<file path="config.mk">
export PLATFORM = sky130hd
export DESIGN_NAME = pipe_flow_ctrl
export DESIGN_NICKNAME = d
export VERILOG_FILES = /design/src/rtl/pipe_flow_ctrl_pkg.sv /design/src/rtl/pipe_flow_ctrl_stage_ctl.sv /design/src/rtl/pipe_flow_ctrl.sv
export SDC_FILE = /design/constraint.sdc
export NUM_CORES = 1
export LEC_CHECK = 0
export CAP_MARGIN = 20
export CORE_MARGIN = 2
export CORE_UTILIZATION = 33
export DETAILED_ROUTE_END_ITERATION = 16
export HOLD_SLACK_MARGIN = 0.12
export PLACE_DENSITY = 0.6
export RECOVER_POWER = 50
export SLEW_MARGIN = 15
export SYNTH_ARGS = -nofsm -noshare
export SYNTH_HDL_FRONTEND = slang
export SYNTH_SLANG_ARGS = --single-unit
</file>
<file path="constraint.sdc">
create_clock -name aclk -period 4.5 [get_ports aclk]
set_input_delay 0.675 -clock aclk [delete_from_list [all_inputs] [get_ports aclk]]
set_output_delay 0.675 -clock aclk [all_outputs]
set_load 0.01 [all_outputs]
</file>
<file path="src/rtl/pipe_flow_ctrl_pkg.sv">
// pipe_flow_ctrl_pkg: frame FSM states and the occupancy width helper
package pipe_flow_ctrl_pkg;
    typedef enum logic [1:0] {RUN, DRAIN, DONE} state_t;
    function automatic int occ_w(input int level);
        return $clog2(level + 1);
    endfunction
endpackage

</file>
<file path="src/rtl/pipe_flow_ctrl_stage_ctl.sv">
// stage_ctl: valid/last bits and load enable of a single pipeline stage
module stage_ctl (
    input  logic aclk,
    input  logic reset,
    input  logic i_clr,
    input  logic i_en_next,
    input  logic i_up_v,
    input  logic i_up_l,
    output logic o_en,
    output logic o_v,
    output logic o_l,
    output logic o_v_nxt
);
    logic r_v, r_l;
    assign o_en    = !r_v || i_en_next;
    assign o_v_nxt = (reset || i_clr) ? 1'b0 : o_en ? i_up_v : r_v;
    assign o_v     = r_v;
    assign o_l     = r_l;
    always_ff @(posedge aclk) begin
        if (reset || i_clr) begin
            r_v <= 1'b0;
            r_l <= 1'b0;
        end else if (o_en) begin
            r_v <= i_up_v;
            r_l <= i_up_l;
        end
    end
endmodule

</file>
<file path="src/rtl/pipe_flow_ctrl.sv">
// pipe_flow_ctrl: bubble-collapsing valid/ready control for LEVEL data stages
// with a per-frame RUN/DRAIN/DONE sequencer and output beat counter.
module pipe_flow_ctrl
    import pipe_flow_ctrl_pkg::*;
#(
    parameter int LEVEL = 3,
    parameter int CNT_W = 16
) (
    input  logic                     aclk,
    input  logic                     reset,
    input  logic                     s_valid,
    input  logic                     s_last,
    output logic                     s_ready,
    output logic                     m_valid,
    output logic                     m_last,
    input  logic                     m_ready,
    output logic [LEVEL-1:0]         stage_en,
    input  logic                     flush,
    output logic [occ_w(LEVEL)-1:0]  occupancy,
    output logic [CNT_W-1:0]         beat_count,
    output logic                     frame_done
);
    localparam int OW = occ_w(LEVEL);
    logic [LEVEL-1:0] w_v, w_l, w_v_nxt, w_up_v, w_up_l, w_en_next;
    logic [OW-1:0]    w_pop, r_occ;
    logic [CNT_W-1:0] r_cnt;
    logic             w_acc, w_hs;
    state_t           r_state;

    assign s_ready    = stage_en[0] && r_state == RUN && !flush && !reset;
    assign w_acc      = s_valid && s_ready;
    assign m_valid    = w_v[LEVEL-1];
    assign m_last     = w_l[LEVEL-1];
    assign w_hs       = m_valid && m_ready;
    assign occupancy  = r_occ;
    assign beat_count = r_cnt;
    assign frame_done = r_state == DONE;

    // The enable chain is flattened to "any free slot downstream" so no
    // enable depends combinationally on another enable.
    for (genvar i = 0; i < LEVEL; i++) begin : g_stage
        if (i == 0) begin : g_head
            assign w_up_v[i] = w_acc;
            assign w_up_l[i] = s_last;
        end else begin : g_body
            assign w_up_v[i] = w_v[i-1];
            assign w_up_l[i] = w_l[i-1];
        end
        if (i == LEVEL - 1) begin : g_tail
            assign w_en_next[i] = m_ready;
        end else begin : g_inner
            assign w_en_next[i] = m_ready || !(&w_v[LEVEL-1:i+1]);
        end
        stage_ctl u_stage (
            .aclk      (aclk),
            .reset     (reset),
            .i_clr     (flush),
            .i_en_next (w_en_next[i]),
            .i_up_v    (w_up_v[i]),
            .i_up_l    (w_up_l[i]),
            .o_en      (stage_en[i]),
            .o_v       (w_v[i]),
            .o_l       (w_l[i]),
            .o_v_nxt   (w_v_nxt[i])
        );
    end

    always_comb begin
        w_pop = '0;
        for (int k = 0; k < LEVEL; k++) w_pop = w_pop + OW'(w_v_nxt[k]);
    end

    always_ff @(posedge aclk) begin
        if (reset || flush) begin
            r_state <= RUN;
            r_cnt   <= '0;
            r_occ   <= '0;
        end else begin
            r_occ   <= w_pop;
            r_cnt   <= r_state == DONE ? '0 : r_cnt + CNT_W'(w_hs);
            r_state <= r_state == RUN   ? (w_acc && s_last ? DRAIN : RUN) :
                       r_state == DRAIN ? (w_hs && m_last ? DONE : DRAIN) : RUN;
        end
    end
endmodule
</file>
After elaboration in Yosys (flattened, before gate mapping)
Cells that the tools add are included. Widths: inputs -> output; s select.

Register bits: 26. Bits in latches: 0. RAM bits: 0. ROM bits: 0. Input port bits: 6. Memories: 0.

Add/subtract/negate cells: 3. Multipliers: 0. Div/mod/pow operators: 0. Magnitude comparators: 0. Equal/unequal tests: 2. Shift operators: 0. Multiplexer cells: 10. Bitwise gates (word level): 0. Reductions and logical operators: 21.

Operator list (count): $add 16x1->16 (1); $logic_and 1x1->1 (7); $mux 1 (7); $logic_not 1->1 (6); $mux 2 (3); $logic_or 1x1->1 (5); $add 1x1->2 (1); $add 2x1->2 (1); $eq 2x1->1 const B (1); $eq 2x2->1 const B (1); $logic_not 2->1 (1); $reduce_and 2->1 (1); $reduce_or 2->1 (1).

Depth between registers and ports, before layout
Depth in word-level cells: 12. Depth in mapped cells: 6. Gate-level depth less buffers: 6.

By module
A second synthesis with hierarchy kept.

Cell total of the unflattened synthesis: 126. Area, all modules: 1189.9 sq um.

By module, submodules not included: pipe_flow_ctrl (instances 1, cells an instance 102, area each 930.9 sq um, seq. area each 400.4 sq um); stage_ctl (instances 3, cells an instance 8, area each 86.3 sq um, seq. area each 40.0 sq um).

Worst setup path after synthesis
Ideal clock, no wire load.

Path kind: input port to flip-flop. From: input port m_ready. To: register r_cnt[10], in the netlist beat_count[10]. Setup time: 0.073 ns. Arrival: 1.951 ns. Setup slack: 2.476 ns. Cell stages on the path: 6. Buffers on the path: 0. Cells stage by stage: and2_1 ha_1 ha_1 nand4_1 or4_1 a21oi_1.

Longest elaborated chain between the ends: 2.

Ends and longest elaborated chain: start: declaration (RTL line pipe_flow_ctrl.sv:16) `input logic m_ready,`; $logic_and 1x1->1 (RTL line pipe_flow_ctrl.sv:34) `assign w_hs = m_valid && m_ready;`; $add 16x1->16 (RTL line pipe_flow_ctrl.sv:80) `r_cnt <= r_state == DONE ? '0 : r_cnt + CNT_W'(w_hs);`; end signal: assignment (RTL line pipe_flow_ctrl.sv:80); end: declaration (RTL line pipe_flow_ctrl.sv:26) `logic [CNT_W-1:0] r_cnt;`.

Every way passes these cells. A chain may end at the register's enable or synchronous reset.

Worst setup path after layout
From: input port reset. To: output port s_ready.

Longest elaborated chain between the ends: 2.

Ends and longest elaborated chain: start: declaration (RTL line pipe_flow_ctrl.sv:10) `input logic reset,`; $logic_not 1->1 (RTL line pipe_flow_ctrl.sv:30) `assign s_ready = stage_en[0] && r_state == RUN && !flush && !reset;`; $logic_and 1x1->1 (RTL line pipe_flow_ctrl.sv:30); end: declaration (RTL line pipe_flow_ctrl.sv:13) `output logic s_ready,`.

Every way passes these cells.

==> run_results.csv <==
group,metric,value,unit
critical_path,r2r_slack,2.50,ns
critical_path,crit_arrival,2.31,ns
critical_path,criticalPathCategory,"in -> out",
sta,fmax,335.2,MHz
global_routing,grt_pass1_vias,1008,
critical_path,crit_start,"reset",
sta,clock_skew,0.006468,ns
drt,via_per_inst,5.127,
critical_path,ff2ff_path_depth,6,
sta,setup_viol,0,
clock_tree,clkTransAtPathRegs,0.15,ns
global_routing,groute.usage.overall,0.1414,
sta,finalCritPeriodShare,0.6629,
critical_path,endpoint_kind,"primary output",
clock_tree,cts_max_path_buffers,2,
pwr,power,0.0004082,W
finish,diodes,0,
critical_path,reg2reg_from,"g_stage[2].u_stage.o_v",
pwr,powerDensity,262.9,nW/um^2
logic_synthesis,synthesis.nets,138,
sta,hold_viol,0,
clock_tree,cts_root_buf,"clkbuf_4",
critical_path,rr_endpoint,"beat_count[10]",
pwr,p_leak,0.5643,nW
drt,wirelength,2549,um
floorplanning,die_y,63.61,um
sta,hold_slack,0.4837,ns
worst_hold_path,hold_path_depth,2,
logic_synthesis,syn-instance-count,129,
critical_path,crit_slowest_cell,"dlygate4sd3_1",
clock_tree,cts_num_sinks,26,
finish,multi_input_area,599.3,sq um
finish,seq_area,520.5,sq um
sta,fin_tns_setup,0,ns
drt,drtIter0Drc,52,
floorplanning,initial_core_util,0.3486,
logic_synthesis,synth_top_area_share,0.4440,
floorplanning,die_width,63.61,um
place,hpwl,1861,um
global_routing,grt_overflow,0,
critical_path,critical_path.top_delay_family,"buffers and inverters",
logic_synthesis,syn_avg_cell_area,9.088,sq um
worst_hold_path,hp-class,"reg -> reg",
floorplanning,rows,21,
critical_path,slowest_delay,0.56,ns
place,numPortBuffers,30,
clock_tree,cts_made_buffers,3,
sta,worstMarginPinSlew,0.7085,ns
place,gp_congestion,0.7299,
drt,num_vias,1046,
finish,num-fill-cells,348,
finish,area_delta_synth_final,32.44,%
place,placed_cells,200,
logic_synthesis,yosysSeqAreaShare,0.4440,
sta,maxSlewViolCount,0,
floorplanning,dieArea,4046,sq um
critical_path,path_buf_inv,2,
finish,nNetsFinal,168,
critical_path,worst_ep_required_time,3.83,ns
sta,fin_crit,2.983,ns
drt,firstDrtPassIters,4,
clock_tree,cts_tree,"done",
drt,ant_nets,0,
clock_tree,cts_hold_buf,0,
global_routing,antenna_found_initial,0,
global_routing,grt_pass1_wl,4567,um
drt,drc,0,
critical_path,crit_path_max_fanout,3,
logic_synthesis,yosysTopAreaCell,"dfxtp_1",
sta,rsz0062_at_grt,"false",
clock_tree,ctsResizeCount,0,
clock_tree,clock_latency,0.32,ns
logic_synthesis,synth_cell_types,29,
logic_synthesis,netlist_area,1172,sq um
finish,stdcell_count,204,
logic_synthesis,synth.area.top_cells,"dfxtp_1, mux2i_1, nand3_1",
clock_tree,post_cts_buffers,0,
floorplanning,core_area,3363,sq um
clock_tree,h-tree-depth,1,
critical_path,crit_path_end,"s_ready",
logic_synthesis,ys_warn_count,0,
critical_path,path_cells,"dlygate4sd3_1, nor4_1, and2_1, clkdlybuf4s50_1",
critical_path,worst_setup_path_start_kind,"primary input",
drt,avgRoutedWirePerCell,12.50,um
logic_synthesis,synth.ff_latch_count,26,
status,status,"completed",
sta,max_slew_margin,0.5277,
global_routing,grt_max_degree,18,
finish,drive_gt1_frac,0.04430,
critical_path,path_depth,4,
pwr,ir_worst_vdd,0.09990,mV
floorplanning,ios,31,
job,cap_violations,0,
per-layer routing:
metal,part of all wire,track usage
met3,0.077,0.03929
met2,0.46,0.2197
met1,0.45,0.1808
met4,0.0059,0.06522
met5,0,0
worst min-delay path: cells and delay by family (launching register included):
family             cells  cell delay (ns)
AOI/OAI and AO/OA      1             0.06
DFF                    1             0.35
and+or+nand+nor        1             0.06
synth_stat cells, drive strengths merged:
master and n:
and2 4, clkbuf 3, and3 3, dfxtp 26, nor2b 1, nor4 6
o21ai 3, xor2 2, nand3 11, or3 3, nand3b 7, ha 2
nand2 8, nor2 9, inv 5, mux2i 7, nand4 5, nand2b 1
xnor2 1, o31ai 3, a21oi 9, fa 1, o22ai 1, buf 3
nand4b 1, or4 3, or2 1
report_power, final:
part	leakage, nW	internal, W	switching [W]
registers	0.210	0.000231	0.000000626
clock network	0.0279	0.0000901	0.0000705
logic	0.327	0.00000759	0.00000811
final cells by class:
type,instances,share of cell area
clock inverters,1,0.01934
repair buffers,31,0.1958
multi-input cells,92,0.3860
well taps,46,0.03707
flip-flops and latches,26,0.3352
inverters,5,0.01209
clock buffers,3,0.01450
cells by family (layout without fill, tap and decap cells):
group                    after synthesis  count (layout)  synth area share
buffers and inverters                 11              40           0.04482
AND/OR/NAND/NOR                       63              63            0.3148
AO/OA/AOI/OAI                         16              16           0.07577
XOR/XNOR                               3               3           0.02242
multiplexers                           7               7           0.05977
adder cells (fa/ha/maj)                3               3           0.03842
flip-flops                            26              26            0.4440
sequential cells by signal, summed over array words and instances (netlist names):
signal and flops:
beat_count 16, r_state 2, g_stage.u_stage.o_v 3, g_stage.u_stage.o_l 3
occupancy 2
metrics by stage:
step	setup slack (ns)	cell area [sq um]	utilization
final	1.517	1553	0.4617
after global routing	1.372	1553	0.4617
after CTS	1.641	1556	0.4628
after detailed placement	1.644	1504	0.4472
after global placement	1.695	1504	0.4472
after floorplan	2.476	1172	-
worst min-delay path by stage:
stage	slack [ns]	end	start
after floorplan	0.44	g_stage[1].u_stage.o_l	g_stage[0].u_stage.o_l
after global placement	0.46	g_stage[1].u_stage.o_l	g_stage[1].u_stage.o_l
after detailed placement	0.46	g_stage[1].u_stage.o_l	g_stage[1].u_stage.o_l
after CTS	0.48	g_stage[1].u_stage.o_l	g_stage[1].u_stage.o_l
after global routing	0.49	g_stage[1].u_stage.o_l	g_stage[1].u_stage.o_l
final	0.48	g_stage[1].u_stage.o_l	g_stage[0].u_stage.o_l
placed cells by master, fill, tap and decap left out, drive strengths merged:
cell type,count
nor2,9
inv,5
o21ai,3
xnor2,1
dlygate4sd3,14
nor4,6
nand4b,1
and3,3
ha,2
nand2,8
and2,4
nor2b,1
or3,3
a21oi,9
or2,1
xor2,2
or4,3
o22ai,1
fa,1
dfxtp,26
nand3b,7
mux2i,7
nand4,5
clkbuf,4
nand3,11
bufinv,1
nand2b,1
o31ai,3
clkdlybuf4s50,16
Power figures use the tool's default switching activity.
==> patch 1 (same settings) <==
The parameter `CNT_W` goes from 16 to 32.
--- a/src/rtl/pipe_flow_ctrl.sv
+++ b/src/rtl/pipe_flow_ctrl.sv
@@ -4,7 +4,7 @@
     import pipe_flow_ctrl_pkg::*;
 #(
     parameter int LEVEL = 3,
-    parameter int CNT_W = 16
+    parameter int CNT_W = 32
 ) (
     input  logic                     aclk,
     input  logic                     reset,
Interface: changed (resized beat_count); port bits go from 31 to 47. No check against the original RTL was run, so the function may have changed too.
==> patch 1 against the unedited design <==
The flow now finishes with violations (max-capacitance violations, max-slew violations); sequential cell count rose by 16; design area increased by 60%; power grew 59%; non-clock buffer count rose by 15; worst setup slack worse by 270 ps; routed wire length up 65%; final cell count increased by 63%; area after synthesis is 64% higher; sequential share of layout area increased by 0.23 points; die area grew 59%; worst hold slack worse by 13 ps; fmax is 8.2% lower; critical path type unchanged; largest cell class unchanged.
==> patch 1: results (changes against the unedited design) <==
Global route
  • Overall routing resource usage: 0.142 (was 0.141)
  • M1 GR Usage: 0.183 (was 0.181)
  • First-pass GRT wire length: 7.27 mm (was 4.57 mm)
  • Largest net degree at the start of global routing: 29 (was 18)
  • M2 GR Usage: 0.232 (was 0.220)

Setup path
  • Slowest stage delay, CP: 590 ps (was 560 ps)
  • Critical path data arrival time: 2570 ps (was 2310 ps)
  • R2R Path End: beat_count[20] (was beat_count[10])
  • Slowest cell on the critical path: clkdlybuf4s50_1 (was dlygate4sd3_1)
  • R2r setup slk: 2240 ps (was 2500 ps)
  • CP Max Fanout: 13 (was 3)

Placement
  • Detailed placement HPWL: 2.92 mm (was 1.86 mm)
  • RePlAce Congestion: 0.770 (was 0.730)
  • Port Buf Inserts: 46 (was 30)
  • Post-DP Area: 0.00240 sq mm (was 0.00150 sq mm)

STA
  • Relative slew slack: -0.0801 (was 0.528)
  • Final hold slack: 471 ps (was 484 ps)
  • Max Slew Vio Count: 29 (was 0)

CTS
  • Clk_lat worst skew: 300 ps (was 320 ps)
  • CTS HTree Levels: 2 (was 1)
  • Root buffer cell: clkbuf_8 (was clkbuf_4)
  • CTS Buf Count: 5 (was 3)

Power
  • Leakage Power: 0.850 nW (was 0.564 nW)
  • VDD IR max: 0.169 mV (was 0.0999 mV)

Yosys
  • Register area share after synthesis: 0.439 (was 0.444)
  • Yosys cell types: 34 (was 29)
  • Top cells by area, synth: dfxtp_1 44%, a21oi_1 5.2%, or4_1 5.1% (was dfxtp_1 44%, mux2i_1 6.0%, nand3_1 4.7%)
  • Commonest cells in the netlist: 42 x dfxtp_1, 20 x a21oi_1, 20 x nor2_1, 14 x nand2_1, 13 x or4_1 (was 26 x dfxtp_1, 11 x nand3_1, 9 x a21oi_1, 9 x nor2_1, 8 x nand2_1)

Drt
  • Final wirelength: 4.22 mm (was 2.55 mm)
  • DR iter-0 viols: 79 (was 52)
  • M1 WL: 2.02 mm (was 1.15 mm)
  • Met2 wire length: 1.94 mm (was 1.18 mm)
  • Met3 wire length: 209 um (was 197 um)

Outcome
  • Status: finished, violations left (was finished, final reports clean)
  • Failing checks: max-capacitance violations, max-slew violations

Finish
  • Largest register FFs: 32 (was 16)
  • Final #Nets: 269 (was 168)
  • P&R area growth vs syn: 30.0% (was 32.4%)
  • Filler instances: 557 (was 348)

Job
  • Max-cap violations: 1 (was 0)
patch 1: cell count changes after synthesis, sizes merged, moves of 8 or more:
| cell | change |
|---|---|
| or4 | +11 |
| nor2 | +11 |
| dfxtp | +16 |
| a21oi | +11 |
| o31ai | +8 |
patch 1: cell families (layout without fill, tap and decap cells):
group	Yosys count	after routing	share of synthesized area
and+or+nand+nor	101	101	0.298
muxes	2	2	0.0104
adders and majority gates	3	3	0.0235
AOI/OAI and AO/OA	40	40	0.123
DFF	42	42	0.439
buffers and inverters	20	61	0.0509
xor gates and xnor gates	12	12	0.0548
patch 1: layout make-up:
cell class              instances  share of cell area
flip-flops and latches         42               0.338
inverters                       7              0.0105
clock inverters                 2             0.00502
clock buffers                   6              0.0331
well taps                      72              0.0362
repair buffers                 46               0.185
multi-input cells             158               0.393
patch 1: where the power goes:
group | switching [mW] | internal (mW)
clock network | 0.136 | 0.123
registers | 0.00126 | 0.373
logic | 0.00968 | 0.00746
total | 0.147 | 0.504
==> patch 2 (same settings) <==
Without the edit above. Put one more register stage on the output `beat_count`. The value now appears one clock later. The other outputs are not delayed to match.
--- a/src/rtl/pipe_flow_ctrl.sv
+++ b/src/rtl/pipe_flow_ctrl.sv
@@ -33,7 +33,9 @@
     assign m_last     = w_l[LEVEL-1];
     assign w_hs       = m_valid && m_ready;
     assign occupancy  = r_occ;
-    assign beat_count = r_cnt;
+    always_ff @(posedge aclk) begin
+        beat_count <= r_cnt;
+    end
     assign frame_done = r_state == DONE;
 
     // The enable chain is flattened to "any free slot downstream" so no
Behaviour: not the same (Yosys sat finds a counterexample within 10 cycles, from zero or initial values).
==> patch 2 against the unedited design <==
Sequential cell count increased by 16; first-iteration DRC count down 15%; area after synthesis grew 26%; worst setup slack worse by 320 ps; design area rose by 22%; largest power group unchanged; routed wire length shrank 2.8%; global-route usage down 2.9 points; critical path type unchanged; power up 55%.
==> patch 2: results (changes against the unedited design) <==
Global route
  • Vias in the first global route: 1057 (was 1008)
  • First-pass GRT wire length: 4.51 mm (was 4.57 mm)
  • Largest net degree at the start of global routing: 17 (was 18)
  • Overall routing resource usage: 0.112 (was 0.141)

Finish
  • Filler instances: 430 (was 348)
  • Share of layout cells above drive strength 1: 0.0977 (was 0.0443)
  • Top Registers: beat_count: 16 flops, r_cnt: 16 flops
  • ANT cells: 0 (unchanged)
  • Multi-input gate area: 562 sq um (was 599 sq um)
  • Final #Nets: 182 (was 168)

Power
  • Power Combinational: 0.0153 mW (was 0.0157 mW)
  • Pint: 0.504 mW (was 0.329 mW)
  • VDD IR max: 0.212 mV (was 0.0999 mV)
  • Leakage Power: 0.685 nW (was 0.564 nW)
  • Power Clock: 0.243 mW (was 0.161 mW)

Placement
  • Detailed placement HPWL: 1.78 mm (was 1.86 mm)
  • RePlAce Congestion: 0.804 (was 0.730)
  • Post-DP Area: 0.00180 sq mm (was 0.00150 sq mm)

Setup path
  • CP Max Fanout: 12 (was 3)
  • Critical path data arrival time: 2630 ps (was 2310 ps)
  • Slowest stage delay, CP: 600 ps (was 560 ps)
  • Slowest cell on the critical path: clkdlybuf4s50_1 (was dlygate4sd3_1)

STA
  • Clock skew: 7.19 ps (was 6.47 ps)
  • Worst-margin pin slew: 620 ps (was 708 ps)

CTS
  • CTS Buf Count: 5 (was 3)
  • CTS HTree Levels: 2 (was 1)
  • Clk_lat worst skew: 290 ps (was 320 ps)
  • Clk slew on worst S/H paths: 70 ps (was 150 ps)

Yosys
  • Yosys cell types: 30 (was 29)
  • Top cells by area, synth: dfxtp_1 57%, nor2_1 5.3%, xnor2_1 5.3% (was dfxtp_1 44%, mux2i_1 6.0%, nand3_1 4.7%)
  • Syn nets: 152 (was 138)
  • Commonest cells in the netlist: 42 x dfxtp_1, 21 x nor2_1, 9 x xnor2_1, 8 x inv_1, 8 x nand2_1 (was 26 x dfxtp_1, 11 x nand3_1, 9 x a21oi_1, 9 x nor2_1, 8 x nand2_1)
  • Register area share after synthesis: 0.570 (was 0.444)
  • Top-count cell post-synth: dfxtp_1 (unchanged)

Drt
  • Drt pass-1 iters: 4 (unchanged)
  • Via count: 1033 (was 1046)
  • DR iter-0 viols: 44 (was 52)

Outcome
  • Status: finished, final reports clean (unchanged)

Min path
  • Worst hold path depth: 0 (was 2)
[patch 2: changes by cell type in the layout (fill, tap and decap cells not counted), moves of 6 or more]
cell | unedited run | this run
nor2_1 | 9 | 21
xnor2_1 | 1 | 9
clkbuf_8 | 0 | 6
nor4_1 | 6 | 0
dfxtp_1 | 26 | 42
nand3b_1 | 7 | 0
[patch 2: layout make-up]
class	count	share of cell area
flip-flops and latches	42	0.445
multi-input cells	86	0.297
repair buffers	30	0.159
clock buffers	7	0.0457
well taps	52	0.0344
inverters	8	0.0159
clock inverters	1	0.00265
[patch 2: stage by stage]
step                instances  worst slack, ps
finish                    226             1200
global route              226             1080
CTS                       226             1380
detailed placement        218             1390
global placement          218             1420
floorplan                 143             2270
[patch 2: layer usage]
layer  share of wire  up-vias  global-route usage  wire length [um]
met1            0.45      478               0.122              1100
met2            0.48       25               0.193              1200
li1                -      527                   -                 -
met4           0.012        0              0.0503                30
met5               0        -                   0                 0
met3           0.059        3              0.0442               145
[patch 2: path summary, 6_finish.rpt]
path                                       end  slack (ps)              startpoint
worst max register to register    occupancy[0]        2540  g_stage[2].u_stage.o_v
worst max-delay path                   s_ready        1200                   reset
worst min register to register  beat_count[15]         360               r_cnt[15]
worst min-delay path            beat_count[15]         360               r_cnt[15]
[patch 2: kinds of logic (layout without fill, tap and decap cells)]
kind of cell | Yosys count | after routing | share of synthesized area
AO/OA/AOI/OAI | 10 | 10 | 0.0391
adder cells (fa/ha/maj) | 3 | 3 | 0.0306
AND/OR/NAND/NOR | 60 | 60 | 0.233
flip-flops | 42 | 42 | 0.570
buffers and inverters | 15 | 46 | 0.0484
XOR/XNOR | 11 | 11 | 0.0654
multiplexers | 2 | 2 | 0.0136
